==> src/rtl/bcd_cnt_pkg.sv <==
// -----------------------------------------------------------------------------
// bcd_cnt_pkg
//  Shared types and helpers for the N-digit BCD counter:
//   BCD_W / BCD_MAX  width and largest legal value of one BCD digit
//   dir_e            count direction encoding
//   digit_ctl_t      per-digit control bundle formed by the top level
//   bcd_sat()        clamp a nibble into 0..9
//   bcd_gt()         magnitude compare of two BCD values (up to 8 digits)
// -----------------------------------------------------------------------------
package bcd_cnt_pkg;

  localparam int         BCD_W   = 4;
  localparam logic [3:0] BCD_MAX = 4'h9;

  typedef enum logic {
    DIR_DOWN = 1'b0,
    DIR_UP   = 1'b1
  } dir_e;

  typedef struct packed {
    logic clr;
    logic load;
    logic inc;
    logic dec;
  } digit_ctl_t;

  function automatic logic [3:0] bcd_sat(input logic [3:0] nibble);
    return (nibble > BCD_MAX) ? BCD_MAX : nibble;
  endfunction

  // Legal BCD digits order exactly like their binary nibbles, so the first
  // differing nibble from the top decides the comparison.
  function automatic logic bcd_gt(input logic [31:0] a, input logic [31:0] b);
    for (int i = 7; i >= 0; i--) begin
      if (a[i*4 +: 4] != b[i*4 +: 4]) begin
        return (a[i*4 +: 4] > b[i*4 +: 4]);
      end
    end
    return 1'b0;
  endfunction

endpackage

==> src/rtl/bcd_digit.sv <==
// -----------------------------------------------------------------------------
// bcd_digit
//  One BCD digit register with wrap-around increment/decrement.
//  Ports:
//   CLK0      clock, rising edge
//   RST       asynchronous active-low reset (digit -> 0)
//   clr       synchronous clear (highest priority)
//   load      synchronous load of load_val
//   inc       step up, 9 -> 0
//   dec       step down, 0 -> 9
//   load_val  value taken on load (caller guarantees 0..9)
//   digit     current digit value
//   at_max    digit == 9
//   at_zero   digit == 0
// -----------------------------------------------------------------------------
module bcd_digit
  import bcd_cnt_pkg::*;
(
  input  logic             CLK0,
  input  logic             RST,
  input  logic             clr,
  input  logic             load,
  input  logic             inc,
  input  logic             dec,
  input  logic [BCD_W-1:0] load_val,
  output logic [BCD_W-1:0] digit,
  output logic             at_max,
  output logic             at_zero
);

  logic [BCD_W-1:0] digit_reg;
  logic [BCD_W-1:0] digit_next;

  always_comb begin
    digit_next = digit_reg;
    if (clr) begin
      digit_next = '0;
    end else if (load) begin
      digit_next = load_val;
    end else if (inc) begin
      digit_next = (digit_reg == BCD_MAX) ? 4'h0 : digit_reg + 4'd1;
    end else if (dec) begin
      digit_next = (digit_reg == 4'h0) ? BCD_MAX : digit_reg - 4'd1;
    end
  end

  always_ff @(posedge CLK0 or negedge RST) begin
    if (!RST) begin
      digit_reg <= '0;
    end else begin
      digit_reg <= digit_next;
    end
  end

  assign digit   = digit_reg;
  assign at_max  = (digit_reg == BCD_MAX);
  assign at_zero = (digit_reg == 4'h0);

endmodule

==> src/rtl/bcd_counter_n.sv <==
// -----------------------------------------------------------------------------
// bcd_counter_n
//  N-digit BCD up/down counter with programmable terminal value TOP.
//  Counting up, TOP wraps to 0; counting down, 0 wraps to TOP. Each digit's
//  step enable is a parallel AND of the lower digits' at_max/at_zero flags,
//  so no carry ripples through the digit registers.
//  Optional feature macro: BCD_CNT_LOAD_EN adds load/load_val with value
//  sanitising (nibbles clamped to 9, then the whole value clamped to TOP).
//  Parameters:
//   DIGITS    number of BCD digits (1..8)
//   TOP       BCD terminal count, every nibble 0..9
//  Ports:
//   CLK0      clock, rising edge
//   RST       asynchronous active-low reset (count=0, wrap=0)
//   en        count enable
//   up_dn     1 = up, 0 = down
//   clr       synchronous clear (beats load and en)
//   load      synchronous load (BCD_CNT_LOAD_EN only, beats en)
//   load_val  BCD value to load (BCD_CNT_LOAD_EN only)
//   count     current BCD count, digit 0 in bits [3:0]
//   tc        combinational terminal count: en and at the wrap point
//   wrap      registered one-cycle pulse in the cycle after a wrap edge
// -----------------------------------------------------------------------------
module bcd_counter_n
  import bcd_cnt_pkg::*;
#(
  parameter int                      DIGITS = 2,
  parameter logic [BCD_W*DIGITS-1:0] TOP    = {DIGITS{4'h9}}
)
(
  input  logic                      CLK0,
  input  logic                      RST,
  input  logic                      en,
  input  logic                      up_dn,
  input  logic                      clr,
`ifdef BCD_CNT_LOAD_EN
  input  logic                      load,
  input  logic [BCD_W*DIGITS-1:0]   load_val,
`endif
  output logic [BCD_W*DIGITS-1:0]   count,
  output logic                      tc,
  output logic                      wrap
);

  localparam int W = BCD_W * DIGITS;

  dir_e              dir;
  logic [W-1:0]      count_w;
  logic [W-1:0]      digit_src;     // per-digit value used whenever digits load
  logic [DIGITS-1:0] at_max_w;
  logic [DIGITS-1:0] at_zero_w;
  logic [DIGITS-1:0] low_max;       // all digits below this one are 9
  logic [DIGITS-1:0] low_zero;      // all digits below this one are 0
  logic              load_eff;
  logic              at_top;
  logic              all_zero;
  logic              step_up;
  logic              step_dn;
  logic              wrap_reg;
  digit_ctl_t        ctl [DIGITS];

  assign dir = up_dn ? DIR_UP : DIR_DOWN;

`ifdef BCD_CNT_LOAD_EN
  logic [W-1:0] load_sat;
  logic [W-1:0] load_san;

  for (genvar gi = 0; gi < DIGITS; gi++) begin : g_sat
    assign load_sat[gi*BCD_W +: BCD_W] = bcd_sat(load_val[gi*BCD_W +: BCD_W]);
  end

  assign load_san  = bcd_gt(32'(load_sat), 32'(TOP)) ? TOP : load_sat;
  assign load_eff  = load;
  // An external load and a down-wrap never coincide (load blocks stepping),
  // so one mux feeds every digit's load_val.
  assign digit_src = load_eff ? load_san : TOP;
`else
  assign load_eff  = 1'b0;
  assign digit_src = TOP;
`endif

  assign at_top   = (count_w == TOP);
  assign all_zero = &at_zero_w;

  // Counting steps only happen when neither clr nor load claims the edge.
  assign step_up = en & (dir == DIR_UP)   & ~clr & ~load_eff;
  assign step_dn = en & (dir == DIR_DOWN) & ~clr & ~load_eff;

  for (genvar gi = 0; gi < DIGITS; gi++) begin : g_digit
    if (gi == 0) begin : g_lsd
      assign low_max[gi]  = 1'b1;
      assign low_zero[gi] = 1'b1;
    end else begin : g_upper
      assign low_max[gi]  = &at_max_w[gi-1:0];
      assign low_zero[gi] = &at_zero_w[gi-1:0];
    end

    // Up-wrap at TOP clears every digit; down-wrap at 0 loads TOP into every
    // digit. Otherwise a digit steps when all lower digits are at their limit.
    assign ctl[gi] = '{
      clr:  clr | (step_up & at_top),
      load: ~clr & (load_eff | (step_dn & all_zero)),
      inc:  step_up & ~at_top & low_max[gi],
      dec:  step_dn & ~all_zero & low_zero[gi]
    };

    bcd_digit u_digit (
      .CLK0     (CLK0),
      .RST      (RST),
      .clr      (ctl[gi].clr),
      .load     (ctl[gi].load),
      .inc      (ctl[gi].inc),
      .dec      (ctl[gi].dec),
      .load_val (digit_src[gi*BCD_W +: BCD_W]),
      .digit    (count_w[gi*BCD_W +: BCD_W]),
      .at_max   (at_max_w[gi]),
      .at_zero  (at_zero_w[gi])
    );
  end

  always_ff @(posedge CLK0 or negedge RST) begin
    if (!RST) begin
      wrap_reg <= 1'b0;
    end else begin
      wrap_reg <= (step_up & at_top) | (step_dn & all_zero);
    end
  end

  assign count = count_w;
  assign tc    = en & ((up_dn & at_top) | (~up_dn & all_zero));
  assign wrap  = wrap_reg;

endmodule
==> config.mk <==
export PLATFORM = sky130hd
export DESIGN_NAME = bcd_counter_n
export DESIGN_NICKNAME = d
export VERILOG_FILES = /design/src/rtl/bcd_cnt_pkg.sv /design/src/rtl/bcd_digit.sv /design/src/rtl/bcd_counter_n.sv
export SDC_FILE = /design/constraint.sdc
export NUM_CORES = 1
export LEC_CHECK = 0
export ABC_CLOCK_PERIOD_IN_PS = 2850
export CORE_MARGIN = 4
export CORE_UTILIZATION = 38
export DETAILED_ROUTE_END_ITERATION = 8
export GPL_ROUTABILITY_DRIVEN = 0
export PLACE_DENSITY = 0.67
export SLEW_MARGIN = 0
export SYNTH_ARGS = -nofsm -noshare
export SYNTH_HDL_FRONTEND = slang
export SYNTH_SLANG_ARGS = --single-unit
export TNS_END_PERCENT = 100
==> constraint.sdc <==
create_clock -name CLK0 -period 2.85 [get_ports CLK0]
set_input_delay 0.855 -clock CLK0 [delete_from_list [all_inputs] [get_ports CLK0]]
set_output_delay 0.855 -clock CLK0 [all_outputs]
set_load 0.005 [all_outputs]
Word level (Yosys, flattened, before mapping)
Cells that the tools add are included.
{ "word_totals": {"regBits": 9, "input_bits": 5, "elab_cells": 50} }
{ "op_classes": {"add_sub_neg": 4, "eq_ne": 3, "mux": 13, "bitwise_logic": 22, "n_reduce_logical": 5} }
{ "ops": {"columns": ["cell", "n"], "rows": [
  ["$mux 4", 12],
  ["$and 1x1->1", 14],
  ["$add 4x1->4 const B", 2],
  ["$eq 4x4->1 const B", 2],
  ["$eq 8x8->1 const B", 1],
  ["$logic_not 4->1", 2],
  ["$reduce_bool 4->1", 2],
  ["$sub 4x1->4 const B", 2],
  ["$not 1->1", 5],
  ["$or 1x1->1", 3],
  ["$reduce_and 2->1", 1],
  ["$mux 1", 1]
]} }

Logic depth before layout (Yosys ltp)
{ "logic_depth": {"ltp_word": 10, "depth_mapped": 8, "depth_no_buf": 8} }

Cells and area by module
Synthesis repeated with hierarchy kept, for this count alone.
{ "unflattened": {"cells_unflattened": 138, "hier_area_um2": 1093.5} }
{ "by_module_without_submodules": {"columns": ["mod", "instances", "cells_per_inst", "area_per_inst_um2"], "rows": [
  ["bcd_digit", 2, 59, 469.2],
  ["bcd_counter_n", 1, 20, 155.1]
]} }

Least setup slack after synthesis
OpenSTA, ideal clock, no wires.
{ "synth_path": {"path_kind": "input -> output", "from": "in en", "to": "out tc", "t_arrival_ns": 1.469, "slack_ns": 0.526, "stages": 5, "n_path_buf": 1, "cell_sequence": "buf_2 -> nand2_1 -> nor4_2 -> a41oi_2 -> inv_2"} }
{ "synth_via": {"elab_chain_cells": 1} }
{ "synth_lines": {"columns": ["item", "line", "rtl"], "rows": [
  ["start, declared", "bcd_counter_n.sv:33", "input logic en,"],
  ["$and 1x1->1", "bcd_counter_n.sv:130", "assign tc = en & ((up_dn & at_top) | (~up_dn & all_zero));"],
  ["end, declared", "bcd_counter_n.sv:41", "output logic tc,"]
]} }
No other way between the ends.

Worst setup path after layout
Same ends and word-level chain as after synthesis.

==> flow_metrics.tcl <==
set metrics [dict create \
    peakVddDrop_v 0.0002008 \
    synth-async-reset-ratio 1.000 \
    hold_start "g_digit[1].u_digit.digit[0]" \
    cp.arrival_ps 1850 \
    post-route-period-util 0.9484 \
    cts_num_sinks 9 \
    ys.flop_type "dfrtp_1" \
    detailedRoute.firstIterationViolations 12 \
    r2r_cells 8 \
    fillers 179 \
    hp-class "flop to flop" \
    muxShareOfSynthArea 0.03731 \
    synth-seq-cells 9 \
    syn_to_final_growth_pct 38.06 \
    slowest_delay_ps 290 \
    slew_headroom 0.7051 \
    routed_wl_um 2128 \
    yosysWarnings 0 \
    end_kind "output pin" \
    grt_setup_unrepaired "no" \
    synth_top_area_share 0.2687 \
    cts.clk_slew.worst_paths_ps 70 \
    skew_ps 10.52 \
    drtPass1Iterations 4 \
    dp.cells 151 \
    synth_compound_area_frac 0.2358 \
    yosysSeqAreaShare 0.2687 \
    antenna_left 0 \
    die_h_um 54.97 \
    slew_violations 0 \
    r2r-start "g_digit[1].u_digit.digit[0]" \
    dp_hpwl_um 1692 \
    synth.avg_cell_area_um2 8.554 \
    num_io_pins 15 \
    grt_pass1_vias 819 \
    grtUsageTotal 0.1674 \
    grt_overflow 0 \
    cp_slowest_cell "nor4_4" \
    power_density_mw_per_mm2 386.1 \
    crit_family "buffers and inverters" \
    largest_reg_flops 8 \
    clockBufferDepth 2 \
    final_cell_area_mm2 0.001157 \
    max_freq_mhz 370.0 \
    synth_xor_xnor_area_share 0.02090 \
    required_ps 2000 \
    syn_area_um2 838.3 \
    synth_top_family_by_area "simple AND/OR/NAND/NOR gates" \
    fin_nets 142 \
    place_area_mm2 0.001111 \
    cts_root_buffer "clkbuf_4" \
    drc_errors 0 \
    via_per_inst 5.308 \
    crit_buf_inv 3 \
    hold_viol_final 0 \
    grt_pass1_wl_um 3670 \
    min_period_ps 2703 \
    syn_inst 98 \
    timing.final.setup_violations 0 \
    die_w_um 54.97 \
    reg2reg_to "g_digit[1].u_digit.digit[3]" \
    crit_start "en" \
    cp_max_fo 2 \
    fin_cells 156 \
    io_buffers 14 \
    initial_core_util 0.4146 \
    synthSimpleGateAreaFrac 0.2896 \
    tightest_slew_ps 442.3 \
    outcome "finished clean" \
    ys_types 38 \
    antenna_found_initial 0 \
    h-tree-depth 1 \
    fp.coreArea_mm2 0.002022 \
    grt_max_degree 13 \
    clk_latency_ps 260 \
    crit_type "input port to output pin" \
    dieArea_mm2 0.003022 \
    synth_fa_ha_area_frac 0.1045 \
    final_util 0.5724 \
    critPathLaunchType "input port" \
    maxCapViolations 0 \
    yosysTopAreaCell "dfrtp_1" \
    yosys-top-cells-area "dfrtp_1, ha_1, nor2_1" \
    n_antenna_cell 0 \
    tritoncts "yes" \
    layout-drive-gt1-share 0.2248 \
    min_to "g_digit[1].u_digit.digit[0]" \
    rows 16 \
    min_delay_path_depth 1 \
    cts_buffers 3 \
    path_common_cell "dlygate4sd2_1" \
    synth_nets 110 \
    num_vias 828 \
    post_drt_wl_per_cell_um 13.64 \
    rrSetupSlack_ps 740 \
    synth_edf_count 0 \
    p_leak_uw 0.0005261 \
    worstPathCellList "dlygate4sd2_1 > nand2_2 > nor4_4 > a41oi_2 > inv_2 > dlygate4sd2_1" \
]
## worst max-delay path by stage
stage | depth (start not counted) | slack [ps] | end
4_1_cts | 6 | 120 | tc
3_5_place_dp | 6 | -310 | tc
5_1_grt | 6 | 50 | tc
3_3_place_gp | 6 | -290 | tc
6_report | 6 | 150 | tc
2_1_floorplan | 5 | 530 | tc
## worst reg2reg max path, delay by kind of cell, from the launching register on
family          cells  cell delay, ps
compound gates      2             340
fa+ha+maj           1             220
buf+inv             3             310
flops               1             470
simple gates        2             660
## metrics by stage
step	hold slack (ps)	total power (uW)	setup slack [ps]	setup TNS (ps)
after global routing	720.8	483.9	53.57	0
after global placement	665.4	346.9	-290.4	-290.4
after detailed placement	641.4	349.7	-306.9	-306.9
after CTS	653.9	451.8	116.8	0
final	684.2	446.9	147.1	0
after floorplan	559.4	260.4	525.9	0
## cell usage in the layout (no fill, tap or decap), types with 2 or more instances in the layout
master / synthesis / routed
nor2_1: 14 / 14
o21ai_0: 4 / 4
and3b_1: 2 / 2
a21oi_1: 5 / 5
mux2i_1: 2 / 2
nand2b_1: 2 / 2
nor3_1: 4 / 4
dfrtp_1: 9 / 9
o21bai_1: 2 / 2
dlygate4sd2_1: 0 / 3
nor3b_2: 1 / 2
inv_1: 5 / 5
ha_1: 7 / 7
o2bb2ai_1: 2 / 2
xnor2_1: 2 / 2
clkbuf_4: 0 / 3
nand2_1: 9 / 8
buf_4: 0 / 16
a311oi_1: 2 / 2
clkdlybuf4s50_1: 0 / 11
a211oi_1: 3 / 3
## cell usage after synthesis, types with 2 or more instances
master / number
and3b_1: 2
nand2_1: 9
a211oi_1: 3
dfrtp_1: 9
ha_1: 7
inv_1: 5
a311oi_1: 2
nor3b_1: 2
nor2_1: 14
a21oi_1: 5
buf_2: 2
o2bb2ai_1: 2
o21ai_0: 4
nor3_1: 4
o21bai_1: 2
nand2b_1: 2
xnor2_1: 2
mux2i_1: 2
## what timing repair did
action / CTS / global route
setup buffers: 1 / 0
endpoints found under the hold margin: 0 / 0
hold buffers: 0 / 0
gates resized for setup: 5 / 1
endpoints found under the setup margin: 1 / 1
pin swaps: 1 / 0
## kinds of logic after synthesis
group | Yosys count
adder cells (fa/ha/maj) | 7
buffers and inverters | 9
XOR/XNOR | 2
AND/OR/NAND/NOR | 42
multiplexers | 3
AO/OA/AOI/OAI | 26
flip-flops | 9
## cell type report
cell class / count / area (um2) / share of cell area
inverters: 6 / 22.52 / 0.01946
flip-flops and latches: 9 / 225.2 / 0.1946
repair buffers: 30 / 256.5 / 0.2216
multi-input cells: 80 / 593.1 / 0.5124
clock buffers: 4 / 26.28 / 0.02270
well taps: 27 / 33.78 / 0.02919
## report_power, final
part | total [uW] | internal, uW | switching, uW
combinational | 192 | 102 | 89.8
sequential | 156 | 138 | 17.6
clock | 99.4 | 53.9 | 45.6
total | 447 | 294 | 153
## per-layer routing
layer / track usage / vias to the layer above / wire length [um]
met2: 0.2697 / 26 / 1021
met5: 0 / - / 0
met1: 0.2311 / 384 / 992
met3: 0.01609 / 2 / 93
li1: - / 416 / -
met4: 0.06073 / 0 / 19
Note: power is estimated with default switching activity, not from simulation.
